===== src/rtl/upgrade_pickup_manager.sv =====
// upgrade_pickup_manager: tracks NUM_PICKUPS pickups against NUM_PLAYERS
// players once per frame, grants a timed upgrade effect to the collecting
// player and respawns each pickup after RESPAWN_FRAMES frames.
// Optional build macro: UPGRADE_STACK_EN (credits while active add time,
// saturating, instead of restarting the effect timer).
module upgrade_pickup_manager #(
  parameter int NUM_PLAYERS    = 2,
  parameter int NUM_PICKUPS    = 4,
  parameter int COORD_W        = 10,
  parameter int TIMER_W        = 10,
  parameter int EFFECT_FRAMES  = 600,
  parameter int RESPAWN_FRAMES = 300
) (
  input  logic                           frame_clk,
  input  logic                           Reset,
  input  logic                           game_active,
  input  logic [NUM_PLAYERS*COORD_W-1:0] player_x,
  input  logic [NUM_PLAYERS*COORD_W-1:0] player_y,
  input  logic [COORD_W-1:0]             player_size,
  input  logic [NUM_PICKUPS*COORD_W-1:0] pickup_x,
  input  logic [NUM_PICKUPS*COORD_W-1:0] pickup_y,
  input  logic [COORD_W-1:0]             pickup_size,
  output logic [NUM_PICKUPS-1:0]         pickup_visible,
  output logic [NUM_PICKUPS-1:0]         collect_pulse,
  output logic [NUM_PLAYERS-1:0]         effect_active,
  output logic [NUM_PLAYERS*TIMER_W-1:0] effect_remaining
);

  typedef enum logic {AVAILABLE, COOLDOWN} pickup_state_t;

  localparam logic [TIMER_W-1:0] EFFECT_LOAD  = TIMER_W'(EFFECT_FRAMES);
  localparam logic [TIMER_W-1:0] RESPAWN_LOAD = TIMER_W'(RESPAWN_FRAMES);
  localparam logic [TIMER_W-1:0] TIMER_ONE    = TIMER_W'(1);

  pickup_state_t                state [NUM_PICKUPS];
  pickup_state_t                state_next [NUM_PICKUPS];
  logic [TIMER_W-1:0]           respawn_cnt [NUM_PICKUPS];
  logic [TIMER_W-1:0]           respawn_next [NUM_PICKUPS];
  logic [TIMER_W-1:0]           timer [NUM_PLAYERS];
  logic [TIMER_W-1:0]           timer_next [NUM_PLAYERS];
  logic [NUM_PICKUPS-1:0]       pulse_next;
  logic [NUM_PLAYERS-1:0]       credit;
  logic [NUM_PLAYERS-1:0][NUM_PICKUPS-1:0] hit;

  logic [COORD_W:0] reach;
  logic [COORD_W:0] px, py, ux, uy, dx, dy;
  logic             found;
  logic [TIMER_W:0] stack_sum;

  // Box overlap test per player/pickup pair, using one extra bit so the
  // absolute difference and the summed half-sizes never wrap.
  always_comb begin
    reach = {1'b0, player_size} + {1'b0, pickup_size};
    px = '0;
    py = '0;
    ux = '0;
    uy = '0;
    dx = '0;
    dy = '0;
    hit = '0;
    for (int i = 0; i < NUM_PLAYERS; i++) begin
      for (int j = 0; j < NUM_PICKUPS; j++) begin
        px = {1'b0, player_x[i*COORD_W +: COORD_W]};
        py = {1'b0, player_y[i*COORD_W +: COORD_W]};
        ux = {1'b0, pickup_x[j*COORD_W +: COORD_W]};
        uy = {1'b0, pickup_y[j*COORD_W +: COORD_W]};
        dx = (px >= ux) ? (px - ux) : (ux - px);
        dy = (py >= uy) ? (py - uy) : (uy - py);
        hit[i][j] = (dx <= reach) && (dy <= reach);
      end
    end
  end

  // Pickup FSM next state: lowest-index hitter wins an available pickup,
  // cooldown counts down and returns the pickup on the frame it reads 1.
  always_comb begin
    state_next   = state;
    respawn_next = respawn_cnt;
    pulse_next   = '0;
    credit       = '0;
    found        = 1'b0;
    for (int j = 0; j < NUM_PICKUPS; j++) begin
      found = 1'b0;
      case (state[j])
        AVAILABLE: begin
          if (game_active) begin
            for (int i = 0; i < NUM_PLAYERS; i++) begin
              if (hit[i][j] && !found) begin
                found     = 1'b1;
                credit[i] = 1'b1;
              end
            end
            if (found) begin
              state_next[j]   = COOLDOWN;
              respawn_next[j] = RESPAWN_LOAD;
              pulse_next[j]   = 1'b1;
            end
          end
        end
        COOLDOWN: begin
          if (game_active && (respawn_cnt[j] != '0)) begin
            respawn_next[j] = respawn_cnt[j] - TIMER_ONE;
            if (respawn_cnt[j] == TIMER_ONE) begin
              state_next[j] = AVAILABLE;
            end
          end
        end
        default: state_next[j] = AVAILABLE;
      endcase
    end
  end

  // Effect timers: a credit loads (or stacks onto) the timer and takes
  // priority over the per-frame countdown.
  always_comb begin
    timer_next = timer;
    stack_sum  = '0;
    for (int i = 0; i < NUM_PLAYERS; i++) begin
      if (game_active) begin
        if (credit[i]) begin
`ifdef UPGRADE_STACK_EN
          if (timer[i] != '0) begin
            stack_sum     = {1'b0, timer[i]} + {1'b0, EFFECT_LOAD};
            timer_next[i] = stack_sum[TIMER_W] ? '1 : stack_sum[TIMER_W-1:0];
          end else begin
            timer_next[i] = EFFECT_LOAD;
          end
`else
          timer_next[i] = EFFECT_LOAD;
`endif
        end else if (timer[i] != '0) begin
          timer_next[i] = timer[i] - TIMER_ONE;
        end
      end
    end
  end

  // State registers; Reset overrides every other update.
  always_ff @(posedge frame_clk) begin
    if (Reset) begin
      for (int j = 0; j < NUM_PICKUPS; j++) begin
        state[j]       <= AVAILABLE;
        respawn_cnt[j] <= '0;
      end
      for (int i = 0; i < NUM_PLAYERS; i++) begin
        timer[i] <= '0;
      end
      collect_pulse <= '0;
      effect_active <= '0;
    end else begin
      for (int j = 0; j < NUM_PICKUPS; j++) begin
        state[j]       <= state_next[j];
        respawn_cnt[j] <= respawn_next[j];
      end
      for (int i = 0; i < NUM_PLAYERS; i++) begin
        timer[i]         <= timer_next[i];
        effect_active[i] <= (timer_next[i] != '0);
      end
      collect_pulse <= pulse_next;
    end
  end

  // Output decode of the registered state.
  always_comb begin
    pickup_visible   = '0;
    effect_remaining = '0;
    for (int j = 0; j < NUM_PICKUPS; j++) begin
      pickup_visible[j] = (state[j] == AVAILABLE);
    end
    for (int i = 0; i < NUM_PLAYERS; i++) begin
      effect_remaining[i*TIMER_W +: TIMER_W] = timer[i];
    end
  end

endmodule


===== config.mk =====
export PLATFORM = sky130hd
export DESIGN_NAME = upgrade_pickup_manager
export DESIGN_NICKNAME = d
export VERILOG_FILES = /design/src/rtl/upgrade_pickup_manager.sv
export SDC_FILE = /design/constraint.sdc
export NUM_CORES = 1
export LEC_CHECK = 0
export ABC_AREA = 1
export BUFFER_PORTS_ARGS = -buffer_cell sky130_fd_sc_hd__buf_2
export CORE_UTILIZATION = 39
export CTS_BUF_LIST = sky130_fd_sc_hd__clkbuf_8
export DETAILED_ROUTE_END_ITERATION = 10
export PLACE_DENSITY_LB_ADDON = 0.05
export SLEW_MARGIN = 20
export SYNTH_ARGS = -nofsm -noshare
export SYNTH_HDL_FRONTEND = slang
export SYNTH_SLANG_ARGS = --single-unit

===== constraint.sdc =====
create_clock -name frame_clk -period 7.2 [get_ports frame_clk]
set_input_delay 0.72 -clock frame_clk [delete_from_list [all_inputs] [get_ports frame_clk]]
set_output_delay 0.72 -clock frame_clk [all_outputs]
set_load 0.05 [all_outputs]

# --- Word level (Yosys, flattened, before mapping) ---
# Cells that the tools add are included.
word_totals:
  reg_bits: 70
  out_inout_bits: 30
  input_bits: 143
  word_cells: 239
op_classes:
  magnitude_cmp: 32
  eq_ne: 16
  n_addsub: 39
  bitwise_logic: 4
  mux: 97
  reduce_logical: 36
op_table:
  columns: ["cell", "n"]
  rows:
  - ["$sub 10x10->11", 32]
  - ["$mux 10", 18]
  - ["$le 11x11->1", 16]
  - ["$mux 11", 16]
  - ["$ge 10x10->1", 16]
  - ["$pmux 10 s2", 4]
  - ["$reduce_bool 10->1", 8]
  - ["$sub 10x1->10 const B", 6]
  - ["$mux 1", 47]
  - ["$eq 10x1->1 const B", 4]
  - ["$logic_and 1x1->1", 16]
  - ["$mux 2", 8]
  - ["$ne 2x1->1 const B", 8]
  - ["$reduce_and 3->1", 4]
  - ["$add 10x10->11", 1]
  - ["$ne 2x2->1 const B", 4]
  - ["$pmux 1 s2", 4]
  - ["$reduce_or 2->1", 4]
  - ["$logic_not 1->1", 4]
  - ["$not 1->1", 4]

# --- Depth between registers and ports, before layout ---
# Gate-level depths: netlist of run 1.
logic_depth:
  word_depth: 24
  ltp_mapped: 36
  ltp_nobuf: 35

# --- Worst setup path after synthesis of run 1 ---
# OpenSTA, ideal clock, no wires.
synth_timing:
  path_type: "input to register"
  startpoint: "input port player_size[0]"
  endpoint: "register respawn_cnt[12] (netlist bit)"
  path_slack_ns: 2.701
  path_stages: 27
  required_ns: 7.130
  arrival_ns: 4.428
  n_path_buf: 0
  setup_time_ns: 0.070
  cell_sequence: "ha_1 -> fa_1 -> nand3_1 -> nand2_1 -> a21oi_1 -> o21ai_0 -> a21oi_1 -> o21ai_0 -> nand2_1 -> nand2_1 -> a21oi_1 -> ha_1 -> nand2_1 -> nor2_1 -> and2_1 -> nand2_1 -> nand3_1 -> nand2_1 -> nand2_1 -> nand2_1 -> nand2_1 -> nor2_2 -> inv_2 -> nand2_4 -> nand2_1 -> or2_0 -> a21oi_1"
synth_via:
  elab_chain_cells: 13
  elab_cells_between_ends: 17
  cone_classes: "1 x add/sub; 4 x order compare; 1 x eq/ne; 6 x mux; 5 x reduce/logical"
synth_rtl:
  columns: ["item", "line_no", "source"]
  rows:
  - ["from (decl)", "19", "input logic [COORD_W-1:0] player_size,"]
  - ["$add 10x10->11 *", "53", "reach = {1'b0, player_size} + {1'b0, pickup_size};"]
  - ["$le 11x11->1", "69", "hit[i][j] = (dx <= reach) && (dy <= reach);"]
  - ["$logic_and 1x1->1", "69", null]
  - ["$mux 1", "88", "if (hit[i][j] && !found) begin"]
  - ["$mux 1", "86", "if (game_active) begin"]
  - ["$mux 1", "84", "case (state[j])"]
  - ["$logic_not 1->1", "88", null]
  - ["$logic_and 1x1->1", "88", null]
  - ["$mux 1 *", "88", null]
  - ["$mux 1 *", "86", null]
  - ["$mux 1 *", "84", null]
  - ["$ne 2x1->1 (no source line) *", null, null]
  - ["$reduce_and 3->1 (no source line) *", null, null]
  - ["to (signal, indexed assignment)", "153", "respawn_cnt[j] <= respawn_next[j];"]
  - ["to (decl)", "37", "logic [TIMER_W-1:0] respawn_cnt [NUM_PICKUPS];"]
# Mark *: on every way between the ends. The rest lies on a longest branch, timed or not. The select of a mux whose other input is x is not followed.
# A chain may end at the register's enable or synchronous reset.

# --- Worst setup path in the final report of run 1 ---
layout_timing:
  startpoint: "input port player_x[1]"
  endpoint: "register respawn_cnt[3] (netlist bit)"
layout_via:
  elab_chain_cells: 14
  elab_cells_between_ends: 16
  cone_classes: "2 x add/sub; 2 x order compare; 1 x eq/ne; 7 x mux; 4 x reduce/logical"
layout_rtl:
  columns: ["item", "line_no", "source"]
  rows:
  - ["from (decl)", "17", "input logic [NUM_PLAYERS*COORD_W-1:0] player_x,"]
  - ["$sub 10x10->11 / $ge 10x10->1 (equally long branches)", "67", "dx = (px >= ux) ? (px - ux) : (ux - px);"]
  - ["$mux 11 *", "67", null]
  - ["$le 11x11->1 *", "69", null]
  - ["$logic_and 1x1->1 *", "69", null]
  - ["$mux 1 *", "88", null]
  - ["$mux 1 *", "86", null]
  - ["$mux 1 *", "84", null]
  - ["$logic_not 1->1", "88", null]
  - ["$logic_and 1x1->1", "88", null]
  - ["$mux 1 *", "88", null]
  - ["$mux 1 *", "86", null]
  - ["$mux 1 *", "84", null]
  - ["$ne 2x1->1 (no source line) *", null, null]
  - ["$reduce_and 3->1 (no source line) *", null, null]
# Marks and branches as above.

==> results of run 1 <==
==> layout make-up <==
| cell class | count | area, um2 | area share, % |
|---|---|---|---|
| Multi-Input combinational cell | 2962 | 19800 | 76.9 |
| Inverter | 638 | 2400 | 9.33 |
| Sequential cell | 70 | 1400 | 5.44 |
| Timing Repair Buffer | 192 | 1010 | 3.92 |
| Tap cell | 782 | 978 | 3.80 |
| Clock buffer | 11 | 151 | 0.587 |
| Clock inverter | 4 | 16.3 | 0.0631 |
==> stage by stage <==
stage          area, um2  total power [mW]  hold slack [ps]  cells  util [%]
3_5_place_dp       25600              4.71              453   4644      42.3
3_3_place_gp       25600              4.74              457   4644      42.3
6_report           25800              5.01              462   4659      42.5
4_1_cts            25800              5.03              464   4659      42.5
5_1_grt            25800              5.64              474   4659      42.5
2_1_floorplan      24000              3.66              438   3762         -
==> worst register-to-register path, cell delays in order (launching register included) <==
cell and delay, ps:
dfxtp_1 340, inv_1 160, ha_1 170, inv_1 50, nor3_1 420, a21oi_1 160, nand2_1 110, nand2_1 210
inv_1 260, nor3_1 70, nor2_1 90, a21oi_1 60
==> kinds of logic (layout without fill, tap and decap cells) <==
logic type               after synthesis  count (layout)  share of synthesized area [%]
AO/OA/AOI/OAI                        748             748                           19.0
XOR/XNOR                             250             250                           9.11
adder cells (fa/ha/maj)              549             549                           29.6
buffers and inverters                730             845                           12.0
flip-flops                            70              70                           5.83
multiplexers                          10              10                          0.484
AND/OR/NAND/NOR                     1405            1405                           23.9
==> cell usage after synthesis (6+ instances only) <==
| master | count |
|---|---|
| nand3_1 | 111 |
| a21oi_2 | 12 |
| o21a_1 | 12 |
| xor2_1 | 180 |
| a21oi_1 | 294 |
| a31oi_1 | 9 |
| a211oi_1 | 10 |
| nand4_1 | 35 |
| inv_2 | 7 |
| buf_4 | 13 |
| xnor2_1 | 70 |
| nor3_1 | 23 |
| fa_1 | 33 |
| nor2_1 | 298 |
| o21ai_2 | 14 |
| o2111ai_1 | 14 |
| o221a_2 | 10 |
| o21ai_1 | 51 |
| a221oi_1 | 48 |
| nand2_2 | 10 |
| a211oi_2 | 8 |
| o211ai_1 | 14 |
| and2_1 | 8 |
| nand3_2 | 7 |
| nand2_1 | 886 |
| o21ai_0 | 168 |
| a21boi_2 | 12 |
| ha_1 | 516 |
| a21o_1 | 48 |
| mux2_2 | 6 |
| inv_1 | 627 |
| dfxtp_1 | 70 |
| buf_6 | 9 |
| clkbuf_1 | 51 |
| nand3b_1 | 7 |
| o221ai_1 | 10 |
| buf_2 | 17 |
==> state kept, by name (all words and copies together), names as in the netlist <==
register and count:
state 4, collect_pulse 4, effect_active 2, effect_remaining 20
respawn_cnt 40
==> worst min-delay path by stage <==
| stage | start | end | slack [ps] |
|---|---|---|---|
| 5_1_grt | respawn_cnt[24] | respawn_cnt[24] | 470 |
| 3_5_place_dp | respawn_cnt[24] | respawn_cnt[24] | 450 |
| 4_1_cts | respawn_cnt[24] | respawn_cnt[24] | 460 |
| 3_3_place_gp | respawn_cnt[24] | respawn_cnt[24] | 460 |
| 2_1_floorplan | respawn_cnt[24] | respawn_cnt[24] | 440 |
| 6_report | respawn_cnt[24] | respawn_cnt[24] | 460 |
==> metal layers <==
metal	GRT usage, %	wire, um
met4	7.75	2770
met5	0	0
met3	1.88	3520
met1	36.6	40800
met2	45.9	39200
==> power by group through the flow <==
stage               combinational, mW  clock (mW)  sequential (mW)
finish                           4.06       0.284            0.664
global route                     4.64       0.317            0.686
CTS                              4.07       0.295            0.665
detailed placement               4.04           0            0.671
global placement                 4.07           0            0.676
floorplan                        2.84           0            0.817
==> results.sh, run 1 <==
export IMPL_power_leakage_nw=14.4
export IMPL_floorplan_die_width_um=250
export IMPL_crit_family="simple AND/OR/NAND/NOR gates"
export IMPL_root_buffer="clkbuf_8"
export IMPL_seqPwrFrac_pct=13.2
export IMPL_crit_path_top_delay_cell="ha_1"
export IMPL_track_usage_pct=27.1
export IMPL_core_area_um2=60600
export IMPL_drt_wirelength_per_cell_um=18.5
export IMPL_cp_end_kind="flip-flop"
export IMPL_maxSlewHeadroom_pct=32.4
export IMPL_postCtsResizedCells=0
export IMPL_timing_final_ws_setup_ps=1750
export IMPL_drt_iter0_markers=1607
export IMPL_fin_worst_skew_ps=9.44
export IMPL_cts_setup_buffers=0
export IMPL_drcViolationCount=0
export IMPL_syn_num_nets=4454
export IMPL_ios=173
export IMPL_cp_endpoint="respawn_cnt[3]"
export IMPL_fin_nets=4565
export IMPL_startpoint="player_x[1]"
export IMPL_hold_viol=0
export IMPL_r2r_start="respawn_cnt[0]"
export IMPL_cp_start_kind="input pin"
export IMPL_timing_critical_path_mode_cell="nand2_1"
export IMPL_cp_slowest_stage_delay_ps=420
export IMPL_switching_share_pct=58.2
export IMPL_async_reset_ff_share_pct=0
export IMPL_preCtsSetupSlack_ps=1320
export IMPL_hold_path_class="reg2reg"
export IMPL_critPathRequiredTime_ps=7420
export IMPL_worstSetupPathType="in2reg"
export IMPL_drive_above_1_share_pct=8.15
export IMPL_syn_inst=3762
export IMPL_numPortBuffers=172
export IMPL_final_setup_viol_count=0
export IMPL_clock_sinks=70
export IMPL_die_h_um=250
export IMPL_finalSetupTns_ps=0
export IMPL_ys_seq_area_share_pct=5.83
export IMPL_post_dp_hpwl_mm=71.5
export IMPL_wl_mm=86.2
export IMPL_p_comb_share_pct=81.1
export IMPL_cap_viol_max_count=0
export IMPL_path_buf_inv=7
export IMPL_tightest_slew_ps=1010
export IMPL_viasPerCell=5.19
export IMPL_arrival_ps=5670
export IMPL_ir_drop_mv=0.114
export IMPL_start_util_pct=39.7
export IMPL_grt_pass1_wl_mm=133
export IMPL_power_internal_mw=2.09
export IMPL_gp_congestion=0.964
export IMPL_gr_total_overflow=0
export IMPL_cts_htree_levels=3
export IMPL_cts_max_path_buffers=2
export IMPL_antenna_cells=0
export IMPL_antenna_left=0
export IMPL_fmax_ghz=0.184
export IMPL_synth_seq_cells=70
export IMPL_vias=24200
export IMPL_synth_area_leader_cell="ha_1"
export IMPL_fp_row_count=90
export IMPL_status="complete, no violations"
export IMPL_reg2reg_depth=11
export IMPL_yosysWarnings=0
export IMPL_die_area_um2=62600
export IMPL_clk_latency_ps=350
export IMPL_final_common_cell="nand2_1"
export IMPL_cp_max_fo=13
export IMPL_ys_dominant_reg_cell="dfxtp_1"
export IMPL_slew_viol_final=0
export IMPL_fin_crit_sh_pct=75.7
export IMPL_dr_pass1_iters=5
export IMPL_grt_max_degree=51
export IMPL_hold_buffers=0
export IMPL_synth_area_per_cell_um2=6.39
export IMPL_synth_cell_types=59
export IMPL_synth_area_leaders="ha_1 27%, nand2_1 14%, inv_1 9.8%"
export IMPL_area_delta_synth_final_pct=7.25
export IMPL_synth_top_cell_area_share_pct=26.9
export IMPL_whs_path_depth=2
export IMPL_cts_tree="done"
export IMPL_cts_inserted_buffers=9
export IMPL_r2r_slack_ps=4970
export IMPL_post_route_min_period_ps=5450
export IMPL_pwr_density_cell_nw_per_um2=194
export IMPL_grt_pass1_vias=23300
export IMPL_synth_edf_count=0
export IMPL_rr_endpoint="respawn_cnt[3]"
export IMPL_synth_area_um2=24000
export IMPL_antenna_found_initial=0
export IMPL_final_cell_mix="886 x nand2_1, 630 x inv_1, 516 x ha_1"
export IMPL_critical_path_cell_count=31
export IMPL_cts_clk_slew_worst_paths_ps=80
export IMPL_rsz0062_at_grt="false"
export IMPL_fillers=6736
export IMPL_clkPwrFrac_pct=5.7
export IMPL_switching_power_mw=2.92
No activity file was read; power rests on OpenSTA's default activity.
==> run 2: changes to the inputs <==
- clock period: 7.2 -> 5.3 ns (I/O delays scaled with it)
==> run 2 against run 1 <==
Critical path type unchanged. Largest cell class unchanged. Critical path depth did not move. Worst setup slack got worse by 1300 ps. Clock skew fell by 0.53 ps. Sequential share of layout area fell by 0.093 points. Global-route usage rose by 0.17 points. Final area rose by 1.7%. Sequential power rose by 36%. Clock-buffer cell count did not move. Worst hold slack improved by 1.6 ps. Total power rose by 38%.
==> results.sh, run 2 (synthesized netlist as in run 1, its figures left out) <==
export IMPL_antenna_cells=0
export IMPL_hold_buffers=0
export IMPL_dr_pass1_iters=5
export IMPL_numPortBuffers=172
export IMPL_cp_slowest_stage_delay_ps=480
export IMPL_cp_end_kind="flip-flop"
export IMPL_wl_mm=86.9
export IMPL_root_buffer="clkbuf_8"
export IMPL_rsz0062_at_grt="false"
export IMPL_clk_latency_ps=350
export IMPL_crit_path_top_delay_cell="ha_1"
export IMPL_p_comb_share_pct=80.6
export IMPL_worstSetupPathType="in2reg"
export IMPL_viasPerCell=5.18
export IMPL_utilization_pct=43.3
export IMPL_cts_setup_buffers=0
export IMPL_post_route_min_period_ps=4870
export IMPL_die_area_um2=62600
export IMPL_critPathRequiredTime_ps=5550
export IMPL_totalPowerFinal_mw=6.91
export IMPL_cts_htree_levels=3
export IMPL_antenna_found_initial=0
export IMPL_die_h_um=250
export IMPL_cap_viol_max_count=0
export IMPL_grt_max_degree=51
export IMPL_hold_viol=0
export IMPL_final_common_cell="nand2_1"
export IMPL_power_internal_mw=2.95
export IMPL_r2r_slack_ps=3160
export IMPL_start_util_pct=39.7
export IMPL_grt_pass1_wl_mm=133
export IMPL_vias=24400
export IMPL_post_dp_hpwl_mm=70.9
export IMPL_fp_row_count=90
export IMPL_gr_total_overflow=0
export IMPL_power_leakage_nw=14.7
export IMPL_switching_power_mw=3.96
export IMPL_fmax_ghz=0.205
export IMPL_final_cell_mix="886 x nand2_1, 629 x inv_1, 516 x ha_1"
export IMPL_ir_drop_mv=0.144
export IMPL_antenna_left=0
export IMPL_whs_ps=464
export IMPL_cts_inserted_buffers=9
export IMPL_postCtsResizedCells=0
export IMPL_crit_family="simple AND/OR/NAND/NOR gates"
export IMPL_fin_nets=4612
export IMPL_finalSetupTns_ps=0
export IMPL_seqPwrFrac_pct=13.1
export IMPL_drt_iter0_markers=1489
export IMPL_clkPwrFrac_pct=6.3
export IMPL_area_delta_synth_final_pct=9.12
export IMPL_top_register="respawn_cnt"
export IMPL_slew_viol_final=0
export IMPL_tightest_slew_ps=663
export IMPL_hold_path_class="reg2reg"
export IMPL_timing_critical_path_mode_cell="nand2_1"
export IMPL_fin_worst_skew_ps=8.91
export IMPL_fin_crit_sh_pct=92.0
export IMPL_cts_clk_slew_worst_paths_ps=70
export IMPL_floorplan_die_width_um=250
export IMPL_drcViolationCount=0
export IMPL_ios=173
export IMPL_status="complete, no violations"
export IMPL_drt_wirelength_per_cell_um=18.5
export IMPL_arrival_ps=5120
export IMPL_clock_sinks=70
export IMPL_maxSlewHeadroom_pct=55.8
export IMPL_track_usage_pct=27.2
export IMPL_grt_pass1_vias=23500
export IMPL_pwr_density_cell_nw_per_um2=263
export IMPL_final_setup_viol_count=0
export IMPL_cts_max_path_buffers=2
export IMPL_cp_max_fo=13
export IMPL_cts_tree="done"
export IMPL_gp_congestion=0.982
export IMPL_core_area_um2=60600
export IMPL_cp_start_kind="input pin"
export IMPL_path_buf_inv=5
export IMPL_largest_reg_flops=40
export IMPL_drive_above_1_share_pct=9.30
export IMPL_switching_share_pct=57.3
## run 2: cell types whose count changed in the layout (fill, tap and decap cells not counted), sizes merged
cell,previous run,this run
buf,192,239
bufinv,0,1
clkinvlp,0,1
inv,640,639
## run 2: stage by stage
stage               setup slack, ps  instance area (um2)  std cells
finish                          425                26200       4707
detailed placement              154                26000       4691
global route                   41.2                26200       4707
global placement                142                26000       4691
floorplan                       991                24000       3762
CTS                             518                26200       4707
## run 2: worst register-to-register path: stages, from the launching register on
cell and delay (ps):
dfxtp_1 350, inv_1 110, ha_1 200, nand2_1 80
nor2_1 190, nand3_2 140, nand2_1 170, xor2_1 200
nand2_1 70, nor2_1 140, nand4_1 100, nor2_1 120
nand3_1 70, nand2_1 60, inv_1 50
## run 2: power by group through the flow
stage          Sequential [mW]  Clock [mW]  Combinational, mW
2_1_floorplan             1.11           0               3.86
3_3_place_gp             0.922           0               5.56
3_5_place_dp             0.915           0               5.53
4_1_cts                  0.906       0.458               5.57
5_1_grt                  0.934       0.476               6.34
6_report                 0.906       0.438               5.56
## run 2: final timing paths
kind                       startpoint                to  cells past startpoint
setup / recovery          player_y[2]  effect_active[0]                     31
hold / removal        respawn_cnt[24]   respawn_cnt[24]                      2
setup reg to reg  effect_remaining[0]  effect_active[0]                     14
hold reg to reg       respawn_cnt[24]   respawn_cnt[24]                      2
## run 2: cell type report
type	instances	area (um2)
inverters	638	2400
fillers	6691	34400
multi-input cells	2962	19800
clock buffers	11	151
repair buffers	239	1430
clock inverters	5	50.0
well taps	782	978
flip-flops and latches	70	1400
## run 2: metal layers
layer  GRT usage [%]  routed length [um]  up-vias
met5               0                   0        -
met2            45.1               38600      642
met3            2.34                3970      126
met4            7.94                2760        0
li1                -                   -    12500
met1            37.4               41600    11100
==> run 3: changes to the inputs <==
- CTS_BUF_LIST: sky130_fd_sc_hd__clkbuf_8 -> sky130_fd_sc_hd__clkbuf_16
==> run 3 against run 2 <==
Critical path depth stayed put. Register-to-register slack hardly changed. Wire length about the same. Sequential power about the same. Non-clock buffer count stayed put. Critical endpoint unchanged.
==> results.sh, run 3 (synthesized netlist as in run 1, its figures left out) <==
export IMPL_status="complete, no violations"
export IMPL_post_dp_hpwl_mm=70.9
export IMPL_die_area_um2=62600
export IMPL_placed_area_um2=26000
export IMPL_drt_iter0_markers=1603
export IMPL_cts_max_path_buffers=2
export IMPL_final_setup_viol_count=0
export IMPL_worstSetupPathType="in2reg"
export IMPL_pwr_density_cell_nw_per_um2=268
export IMPL_antenna_found_initial=0
export IMPL_cap_viol_max_count=0
export IMPL_finalSetupTns_ps=0
export IMPL_clk_latency_ps=330
export IMPL_clock_sinks=70
export IMPL_gp_congestion=0.982
export IMPL_drive_above_1_share_pct=9.25
export IMPL_cp_end_kind="flip-flop"
export IMPL_largest_reg_flops=40
export IMPL_postCtsResizedCells=0
export IMPL_grt_max_degree=51
export IMPL_antenna_left=0
export IMPL_stdcell_area_um2=26300
export IMPL_r2r_slack_ps=3150
export IMPL_final_cell_mix="886 x nand2_1, 629 x inv_1, 516 x ha_1"
export IMPL_cts_inserted_buffers=9
export IMPL_hold_buffers=0
export IMPL_dr_pass1_iters=7
export IMPL_cts_tree="done"
export IMPL_cp_max_fo=13
export IMPL_cts_setup_buffers=0
export IMPL_post_route_min_period_ps=4880
export IMPL_floorplan_die_width_um=250
export IMPL_root_buffer="clkbuf_16"
export IMPL_numPortBuffers=172
export IMPL_cts_clk_slew_worst_paths_ps=60
export IMPL_top_register="respawn_cnt"
export IMPL_power_leakage_nw=14.7
export IMPL_fillers=6683
export IMPL_gr_total_overflow=0
export IMPL_hold_viol=0
export IMPL_viasPerCell=5.19
export IMPL_fmax_ghz=0.205
export IMPL_wl_mm=87.0
export IMPL_ir_drop_mv=0.176
export IMPL_cp_slowest_stage_delay_ps=480
export IMPL_die_h_um=250
export IMPL_final_common_cell="nand2_1"
export IMPL_crit_path_top_delay_cell="ha_1"
export IMPL_cp_start_kind="input pin"
export IMPL_ios=173
export IMPL_track_usage_pct=27.3
export IMPL_drcViolationCount=0
export IMPL_whs_ps=467
export IMPL_critPathRequiredTime_ps=5520
export IMPL_start_util_pct=39.7
export IMPL_area_delta_synth_final_pct=9.46
export IMPL_tightest_slew_ps=669
export IMPL_cts_htree_levels=3
export IMPL_timing_critical_path_mode_cell="nand2_1"
export IMPL_fin_crit_sh_pct=92.0
export IMPL_drt_wirelength_per_cell_um=18.5
export IMPL_fp_row_count=90
export IMPL_slew_viol_final=0
export IMPL_grt_pass1_wl_mm=133
export IMPL_grt_pass1_vias=23500
export IMPL_core_area_um2=60600
export IMPL_hold_path_class="reg2reg"
export IMPL_fin_nets=4612
export IMPL_antenna_cells=0
export IMPL_rsz0062_at_grt="false"
export IMPL_arrival_ps=5100
export IMPL_vias=24400
export IMPL_maxSlewHeadroom_pct=55.4
export IMPL_fin_worst_skew_ps=6.60
## run 3: cell types whose count changed in the layout (fill, tap and decap cells not counted)
cell / previous run / this run
clkbuf_16: 0 / 9
clkinv_1: 0 / 2
clkbuf_8: 11 / 0
## run 3: critical path: cells and delay by family
kind,cells,cell delay [ps]
AND/OR/NAND/NOR,20,2320
buffers and inverters,5,790
adder cells (fa/ha/maj),2,760
AO/OA/AOI/OAI,4,670
## run 3: cell type report
| cell class | instances | area [um2] | share of cell area [%] |
|---|---|---|---|
| Clock buffer | 9 | 225 | 0.856 |
| Clock inverter | 7 | 57.6 | 0.219 |
| Inverter | 638 | 2400 | 9.14 |
| Multi-Input combinational cell | 2962 | 19800 | 75.3 |
| Sequential cell | 70 | 1400 | 5.33 |
| Tap cell | 782 | 978 | 3.72 |
| Timing Repair Buffer | 239 | 1430 | 5.42 |
## run 3: path summary, 6_finish.rpt
check,endpoint,depth (start not counted),startpoint
max,effect_active[0],31,player_y[2]
min,respawn_cnt[24],2,respawn_cnt[24]
max reg2reg,effect_active[0],14,effect_remaining[0]
min reg2reg,respawn_cnt[24],2,respawn_cnt[24]
## run 3: per-layer routing
layer  vias to the layer above  track usage [%]  wire (um)
met5                         -                0          0
met4                         0             7.98       2820
met3                       125             2.34       4020
met2                       627             45.0      38700
met1                     11100             37.5      41500
li1                      12500                -          -
## run 3: where the power goes
group	internal (mW)	total (mW)	leakage [nW]	switching, mW
combinational	2.00	5.56	14.0	3.56
clock	0.357	0.575	0.143	0.218
sequential	0.712	0.906	0.575	0.194
total	3.07	7.04	14.7	3.97
## run 3: metrics by stage
| step | total power [mW] | util [%] | setup slack (ps) | std cells |
|---|---|---|---|---|
| 6_report | 7.04 | 43.4 | 421 | 4707 |
| 5_1_grt | 7.88 | 43.4 | 7.89 | 4707 |
| 4_1_cts | 7.07 | 43.4 | 478 | 4707 |
| 3_5_place_dp | 6.45 | 43.0 | 154 | 4691 |
| 3_3_place_gp | 6.48 | 43.0 | 142 | 4691 |
| 2_1_floorplan | 4.97 | - | 991 | 3762 |
